--- config.mk ---
export PLATFORM = sky130hd
export DESIGN_NAME = life_engine
export DESIGN_NICKNAME = d
export VERILOG_FILES = /design/src/rtl/life_engine.sv
export SDC_FILE = /design/constraint.sdc
export NUM_CORES = 1
export LEC_CHECK = 0
export CAP_MARGIN = 5
export CELL_PAD_IN_SITES_DETAIL_PLACEMENT = 2
export CELL_PAD_IN_SITES_GLOBAL_PLACEMENT = 2
export CORE_UTILIZATION = 38
export CTS_CLUSTER_SIZE = 28
export DETAILED_ROUTE_END_ITERATION = 8
export HOLD_SLACK_MARGIN = 0.15
export PLACE_DENSITY_LB_ADDON = 0.05
export SLEW_MARGIN = 25
export SYNTH_ARGS = -nofsm -noshare
export SYNTH_HDL_FRONTEND = slang
export SYNTH_SLANG_ARGS = --single-unit
--- constraint.sdc ---
create_clock -name clk -period 8.03 [get_ports clk]
set_input_delay 1.606 -clock clk [delete_from_list [all_inputs] [get_ports clk]]
set_output_delay 1.606 -clock clk [all_outputs]
set_load 0.005 [all_outputs]
--- src/rtl/life_engine.sv ---
// life_engine: Game of Life compute core with a double-buffered board.
// One generation is produced per accepted frame tick: the current board is
// first copied into the previous buffer (COPY), then every cell is rewritten
// from its previous-generation neighbourhood (COMPUTE). The board can also
// be filled from a 16-bit LFSR (SEED) or zeroed (CLEAR).
//
// Ports:
//   clk, rst_n            clock, asynchronous active-low reset
//   frame_tick            one-cycle frame pulse, synchronous to clk
//   run                   free-run: advance on every accepted frame_tick
//   step                  arms a single generation on the next frame_tick
//   seed / clear          refill board from LFSR / zero the board
//   wrap                  1 = toroidal neighbourhood, 0 = off-board cells dead
//   birth_mask[8:0]       bit k: dead cell with k neighbours is born
//   survive_mask[8:0]     bit k: live cell with k neighbours survives
//   rd_x, rd_y            display read coordinate
//   rd_alive              displayed cell state (combinational)
//   busy                  engine not idle
//   gen_done              one-cycle pulse when a generation completes
//   gen_count[15:0]       generations completed (wrapping)
//   population[AW:0]      live cells after last generation / seed / clear
module life_engine #(
    parameter int unsigned BIT_WIDTH  = 3,
    parameter int unsigned BIT_HEIGHT = 3
) (
    input  logic                          clk,
    input  logic                          rst_n,
    input  logic                          frame_tick,
    input  logic                          run,
    input  logic                          step,
    input  logic                          seed,
    input  logic                          clear,
    input  logic                          wrap,
    input  logic [8:0]                    birth_mask,
    input  logic [8:0]                    survive_mask,
    input  logic [BIT_WIDTH-1:0]          rd_x,
    input  logic [BIT_HEIGHT-1:0]         rd_y,
    output logic                          rd_alive,
    output logic                          busy,
    output logic                          gen_done,
    output logic [15:0]                   gen_count,
    output logic [BIT_WIDTH+BIT_HEIGHT:0] population
);

    localparam int unsigned AW = BIT_WIDTH + BIT_HEIGHT;
    localparam int unsigned N  = 1 << AW;
    localparam int unsigned PW = AW + 1;

    typedef enum logic [2:0] {
        ST_IDLE,
        ST_SEED,
        ST_CLEAR,
        ST_COPY,
        ST_COMPUTE
    } state_t;

    state_t                r_state;
    state_t                w_state_nxt;
    logic [AW-1:0]         r_idx;
    logic [N-1:0]          r_cur;
    logic [N-1:0]          r_prev;
    logic                  r_step_armed;
    logic                  r_wrap_s;
    logic [8:0]            r_birth_s;
    logic [8:0]            r_survive_s;
    logic [15:0]           r_lfsr;
    logic [15:0]           r_gen_count;
    logic [PW-1:0]         r_pop_acc;
    logic [PW-1:0]         r_population;
    logic                  r_gen_done;

    logic                  w_last;
    logic [BIT_WIDTH-1:0]  w_x;
    logic [BIT_HEIGHT-1:0] w_y;
    logic [BIT_WIDTH-1:0]  w_nx;
    logic [BIT_HEIGHT-1:0] w_ny;
    logic                  w_nvalid;
    logic [3:0]            w_ncount;
    logic                  w_new_cell;
    logic                  w_lfsr_fb;

    assign w_last    = (r_idx == '1);
    assign w_x       = r_idx[BIT_WIDTH-1:0];
    assign w_y       = r_idx[AW-1:BIT_WIDTH];
    // Fibonacci taps 16,14,13,11 in right-shift form (bits 0,2,3,5)
    assign w_lfsr_fb = r_lfsr[0] ^ r_lfsr[2] ^ r_lfsr[3] ^ r_lfsr[5];

    // State register
    always_ff @(posedge clk or negedge rst_n) begin
        if (!rst_n) begin
            r_state <= ST_IDLE;
        end else begin
            r_state <= w_state_nxt;
        end
    end

    // Next-state logic; IDLE requests are prioritised seed > clear > tick
    always_comb begin
        w_state_nxt = r_state;
        unique case (r_state)
            ST_IDLE: begin
                if (seed) begin
                    w_state_nxt = ST_SEED;
                end else if (clear) begin
                    w_state_nxt = ST_CLEAR;
                end else if (frame_tick && (run || r_step_armed)) begin
                    w_state_nxt = ST_COPY;
                end
            end
            ST_SEED, ST_CLEAR, ST_COMPUTE: begin
                if (w_last) begin
                    w_state_nxt = ST_IDLE;
                end
            end
            ST_COPY: begin
                if (w_last) begin
                    w_state_nxt = ST_COMPUTE;
                end
            end
            default: w_state_nxt = ST_IDLE;
        endcase
    end

    // Neighbour count of cell r_idx in the previous generation.
    // Coordinates wrap naturally at the power-of-two board size; without
    // wrap the neighbours that crossed an edge are masked off.
    always_comb begin
        w_ncount = '0;
        w_nx     = '0;
        w_ny     = '0;
        w_nvalid = 1'b0;
        for (int dy = -1; dy <= 1; dy++) begin
            for (int dx = -1; dx <= 1; dx++) begin
                if (dx != 0 || dy != 0) begin
                    w_nx     = w_x + BIT_WIDTH'(dx);
                    w_ny     = w_y + BIT_HEIGHT'(dy);
                    w_nvalid = r_wrap_s
                        || !((dx < 0 && w_x == '0) || (dx > 0 && w_x == '1)
                          || (dy < 0 && w_y == '0) || (dy > 0 && w_y == '1));
                    w_ncount = w_ncount + 4'(r_prev[{w_ny, w_nx}] & w_nvalid);
                end
            end
        end
    end

    assign w_new_cell = r_prev[r_idx] ? r_survive_s[w_ncount] : r_birth_s[w_ncount];

    // Board, index, LFSR, shadow rules and statistics
    always_ff @(posedge clk or negedge rst_n) begin
        if (!rst_n) begin
            r_idx        <= '0;
            r_cur        <= '0;
            r_prev       <= '0;
            r_step_armed <= 1'b0;
            r_wrap_s     <= 1'b0;
            r_birth_s    <= '0;
            r_survive_s  <= '0;
            r_lfsr       <= 16'hACE1;
            r_gen_count  <= '0;
            r_pop_acc    <= '0;
            r_population <= '0;
            r_gen_done   <= 1'b0;
        end else begin
            r_gen_done <= 1'b0;
            unique case (r_state)
                ST_IDLE: begin
                    r_idx     <= '0;
                    r_pop_acc <= '0;
                    if (step) begin
                        r_step_armed <= 1'b1;
                    end
                    // Rules are frozen for the whole generation
                    if (w_state_nxt == ST_COPY) begin
                        r_step_armed <= 1'b0;
                        r_wrap_s     <= wrap;
                        r_birth_s    <= birth_mask;
                        r_survive_s  <= survive_mask;
                    end
                end
                ST_SEED: begin
                    r_cur[r_idx] <= r_lfsr[0];
                    r_lfsr       <= {w_lfsr_fb, r_lfsr[15:1]};
                    r_idx        <= r_idx + AW'(1);
                    r_pop_acc    <= r_pop_acc + PW'(r_lfsr[0]);
                    if (w_last) begin
                        r_population <= r_pop_acc + PW'(r_lfsr[0]);
                    end
                end
                ST_CLEAR: begin
                    r_cur[r_idx] <= 1'b0;
                    r_idx        <= r_idx + AW'(1);
                    if (w_last) begin
                        r_population <= '0;
                    end
                end
                ST_COPY: begin
                    r_prev[r_idx] <= r_cur[r_idx];
                    r_idx         <= r_idx + AW'(1);
                    r_pop_acc     <= '0;
                end
                ST_COMPUTE: begin
                    r_cur[r_idx] <= w_new_cell;
                    r_idx        <= r_idx + AW'(1);
                    r_pop_acc    <= r_pop_acc + PW'(w_new_cell);
                    if (w_last) begin
                        r_population <= r_pop_acc + PW'(w_new_cell);
                        r_gen_count  <= r_gen_count + 16'd1;
                        r_gen_done   <= 1'b1;
                    end
                end
                default: r_idx <= '0;
            endcase
        end
    end

    // Display shows the stable old generation while it is being rewritten
    assign rd_alive   = (r_state == ST_COMPUTE) ? r_prev[{rd_y, rd_x}] : r_cur[{rd_y, rd_x}];
    assign busy       = (r_state != ST_IDLE);
    assign gen_done   = r_gen_done;
    assign gen_count  = r_gen_count;
    assign population = r_population;

endmodule

# Word-level counts from Yosys, hierarchy flattened
# Cells that the tools add are included.
# classes
reduce_logical	37
mul	0
muxes	52
n_eq_ne	11
order_cmp	12
shifts	0
n_bitwise	13
addsub	15
n_div	0
# ops
operator	count
$bwmux W64	3
$pmux W64 S3	1
$bmux W1 S6	12
$lt A6 B7 Y1 const B	10
$and A64 B64 Y64	1
$not A64 Y64	1
$pmux W7 S3	2
$mux W1	21
$mux W7	3
$add A16 B1 Y16 const B	1
$add A4 B1 Y4	4
$mux W3	5
$add A7 B1 Y7	2
$logic_or A1 B1 Y1	13
$eq A3 B2 Y1 const B	3
$eq A3 B3 Y1 const B	3
$logic_not A3 Y1	3
$pmux W3 S3	1
$reduce_bool A3 Y1	3
$and A1 B1 Y1	8
$bmux W1 S4	2
$logic_not A1 Y1	8
$add A3 B1 Y3 const B	2
$add A3 B3 Y3 const B	2
other kinds (19)	26
# word_totals
out_inout_bits	26
regBits	204
latch_bits	0
ramBits	0
mem_bits_ro	0
mem_count	0
wordCells	153
in_bits	32

# Depth between registers and ports, before layout
# logic_depth
ltp_word	18
mapped_depth	33
ltp_nobuf	28

# Least setup slack after synthesis
# OpenSTA, ideal clock, no wires.
# synth_path
kind	reg-to-reg
start	register r_idx[0]
end	register r_pop_acc[4]
path_slack_ps	516
required_ps	7947
arrival_time_ps	7431
path_stages_with_launch	34
n_path_buf	5
setup_time_ps	83
synth_period_minus_slack_ps	7514
path_cell_list	dfrtp_1 > buf_6 > buf_6 > buf_4 > buf_2 > inv_1 > ha_1 > xor2_1 > buf_2 > mux4_2 > mux2_2 > nor2_1 > a21oi_1 > mux4_2 > nor2b_1 > fa_1 > inv_1 > fa_1 > inv_1 > fa_1 > ha_1 > inv_1 > fa_1 > mux4_2 > mux2_2 > a22oi_1 > mux2i_1 > ha_1 > ha_1 > nand3_1 > xnor2_1 > nand2_1 > o21a_1 > o21ai_0
# synth_between
elab_chain_cells	17
elab_cells_between_ends	60
classes_between	add/sub: 10; eq/ne: 1; mux: 24; bitwise: 8; reduce/logical: 17
# synth_rtl
item	line_no	rtl
start, declared	59	logic [AW-1:0] r_idx;
start signal, assigned	183	r_idx <= r_idx + AW'(1);
start signal, assigned	191	r_idx <= r_idx + AW'(1);
start signal, assigned	198	r_idx <= r_idx + AW'(1);
parallel branches: the longest is 14 deep, another holds $add A3 B1 Y4	n/a	
$mux W1 (*)	146	assign w_new_cell = r_prev[r_idx] ? r_survive_s[w_ncount] : r_birth_s[w_ncount];
$add A7 B1 Y7 (*)	204	r_pop_acc <= r_pop_acc + PW'(w_new_cell);
$pmux W7 S3 (*)	165	unique case (r_state)
end signal, assigned	184	r_pop_acc <= r_pop_acc + PW'(r_lfsr[0]);
end signal, assigned	204	
end, declared	68	logic [PW-1:0] r_pop_acc;
# Every way passes the cells marked *. The select of a mux whose other input is x is not followed.
# A chain may end at the register's enable or synchronous reset.

# Worst setup path in the final report
# Same ends and word-level chain as after synthesis.

==> results.yml <==
outcome:
  status: "finished, final reports clean"
power:
  powerDensity_nw_per_um2: 196
  ir_drop_v: 0.000135
  p_leak_nw: 6.20
  total_power_w: 0.00278
yosys:
  synthFlopType: "dfrtp_1"
  yosysTopAreaCell: "dfrtp_1"
  yosysWarnings: 0
  ys_async_sr_fraction: 1.00
  synthCells: 1089
  synth-seq-area-share: 0.415
  synth.avg_cell_area_um2: 11.3
  ys_seq_elements: 204
  ys_types: 58
  synth-edff-count: 0
  synthTopCellsByArea: "dfrtp_1, mux4_2, mux2_2"
  netlist_area_um2: 12300
  synth_top_cell_area_share: 0.398
  syn_nets: 1141
floorplan:
  die_x_um: 182
  start_util: 0.389
  row_count: 65
  io_pins: 58
  die-area_um2: 33200
  core_area_um2: 31700
  die_h_um: 182
min_path:
  hold_depth: 1
  hp-class: "flop to flop"
  hold_path_end: "gen_count[15]"
  hold_start: "gen_count[15]"
place:
  hpwl_mm: 26.8
  io_buffers: 57
  place_congestion: 0.848
  pre_cts_ws_ps: 560
setup_path:
  criticalPathCategory: "flop to flop"
  cp.arrival_ps: 7870
  worstPathMaxFanout: 11
  crit_slowest_cell: "fa_1"
  crit_path_start_kind: "flop"
  cp-end-kind: "flop"
  r2r_start: "r_idx[0]"
  r2r_cells: 29
  ff2ff_setup_slack_ps: 610
  reg2reg_to: "r_pop_acc[4]"
  critPathMaxStageDelay_ps: 540
  worstPathRequired_ps: 8480
timing:
  setup_tns_ps: 0
  period_share: 0.924
  fin_hold_ws_ps: 468
  grt_setup_unrepaired: "no"
  setup_viol: 0
  hold_viol_final: 0
  fin_ws_ps: 612
  period_needed_ps: 7420
  slew-limit-headroom: 0.318
  slew_viol_final: 0
  skew_ps: 15.5
  tightest_slew_ps: 1020
  clock.fmax_ghz: 0.135
cts:
  clk_pin_slew_ps: 60
  cts_hold_buffers: 0
  cts-root-buf: "clkbuf_16"
  cts_tree: "done"
  clock-sinks: 204
  insertion_delay_ps: 550
  cts_resized: 0
  clock_path_buffers: 3
  cts_buffers: 26
  postCtsSetupBuffers: 0
  htree_num_levels: 1
cells_and_area:
  multiInputGateArea_um2: 6760
  fill_cells: 3190
  register_area_um2: 5120
  fin_nets: 1176
  final_cell_mix: "dfrtp_1, mux2_2, nor2_1"
  area_growth_pct: 15.0
  post_route_cells_drive_above_1_share: 0.244
  final_common_cell: "dfrtp_1"
route:
  postRouteAntennaNets: 0
  wl_mm: 40.1
  via_per_inst: 6.13
  wire_per_inst_um: 25.9
  first_pass_iters: 4
  vias: 9481
  drtIter0Drc: 590
  drc_errors: 0
grt:
  grtUsageTotal: 0.247
  grt_pass1_wl_mm: 63.2
  gr-total-overflow: 0
  grt_pass1_vias: 10400
  antenna_found_initial: 1
  grt_max_degree: 75
job:
  maxCapViolations: 0
[stage by stage]
step	instances	cell area (um2)	utilization
2_1_floorplan	1089	12300	-
3_3_place_gp	1498	13300	0.418
3_5_place_dp	1498	13300	0.418
4_1_cts	1545	14200	0.447
5_1_grt	1545	14200	0.447
6_report	1546	14200	0.447
[critical path: cells and delay by family, from the launching register on]
family	cells	cell delay (ps)
xor+xnor	3	590
fa+ha+maj	8	2870
compound gates	4	530
buf+inv	5	580
simple gates	5	920
flops	1	490
mux	4	1340
[cell families (layout without fill, tap and decap cells)]
logic type	after synthesis	in the layout	synth area share
AO/OA/AOI/OAI	257	257	0.131
XOR/XNOR	31	31	0.0220
adder cells (fa/ha/maj)	20	20	0.0227
buffers and inverters	98	152	0.0391
flip-flops	204	204	0.415
multiplexers	238	238	0.282
other	0	1	0
AND/OR/NAND/NOR	241	241	0.0882
[layer usage]
metal	share of wire	wire, um	global-route usage
met5	0	0	0
met4	0.021	838	0.0632
met3	0.047	1900	0.0445
met2	0.48	19000	0.404
met1	0.46	18300	0.340
[state kept, by name, summed over array words and instances, names as in the netlist]
| name | flops |
|---|---|
| r_state | 3 |
| population | 7 |
| gen_done | 1 |
| r_prev | 64 |
| gen_count | 16 |
| r_idx | 6 |
| r_birth_s | 9 |
| r_wrap_s | 1 |
| r_step_armed | 1 |
| r_lfsr | 16 |
| r_pop_acc | 7 |
| r_survive_s | 9 |
| r_cur | 64 |
[power breakdown]
group / total (W) / internal (W) / leakage (nW) / switching, W
clock network: 0.00124 / 0.000765 / 0.439 / 0.000475
registers: 0.00122 / 0.00114 / 2.71 / 0.0000771
logic: 0.000323 / 0.000157 / 3.05 / 0.000166
[worst max-delay path by stage]
stage / startpoint / endpoint / slack (ps) / cells after the start
5_1_grt: r_idx[0] / r_pop_acc[6] / 100 / 29
3_5_place_dp: r_idx[0] / r_pop_acc[4] / 560 / 29
6_report: r_idx[0] / r_pop_acc[4] / 610 / 29
3_3_place_gp: r_idx[0] / population[6] / 800 / 29
4_1_cts: r_idx[0] / r_pop_acc[4] / 560 / 29
2_1_floorplan: r_idx[0] / r_pop_acc[4] / 520 / 33
[final cells by class]
type,count,share of cell area
diodes,1,0.000177
well taps,402,0.0355
clock inverters,7,0.00821
clock buffers,40,0.0553
repair buffers,88,0.0580
inverters,17,0.00450
flip-flops and latches,204,0.361
multi-input cells,787,0.477
[cells in the mapped netlist, drive strengths merged (6+ instances only)]
| cell type | instances |
|---|---|
| a22oi | 38 |
| xor2 | 11 |
| mux4 | 77 |
| o22ai | 6 |
| buf | 39 |
| xnor2 | 20 |
| mux2i | 56 |
| nand3 | 27 |
| clkbuf | 42 |
| and3 | 8 |
| ha | 16 |
| mux2 | 105 |
| dfstp | 8 |
| o21ai | 18 |
| o21a | 8 |
| dfrtp | 196 |
| nor3 | 12 |
| a31oi | 70 |
| a21oi | 89 |
| nand2 | 63 |
| a22o | 7 |
| nand4 | 7 |
| inv | 16 |
| nor2 | 105 |
Note: power is estimated with default switching activity, not from simulation.
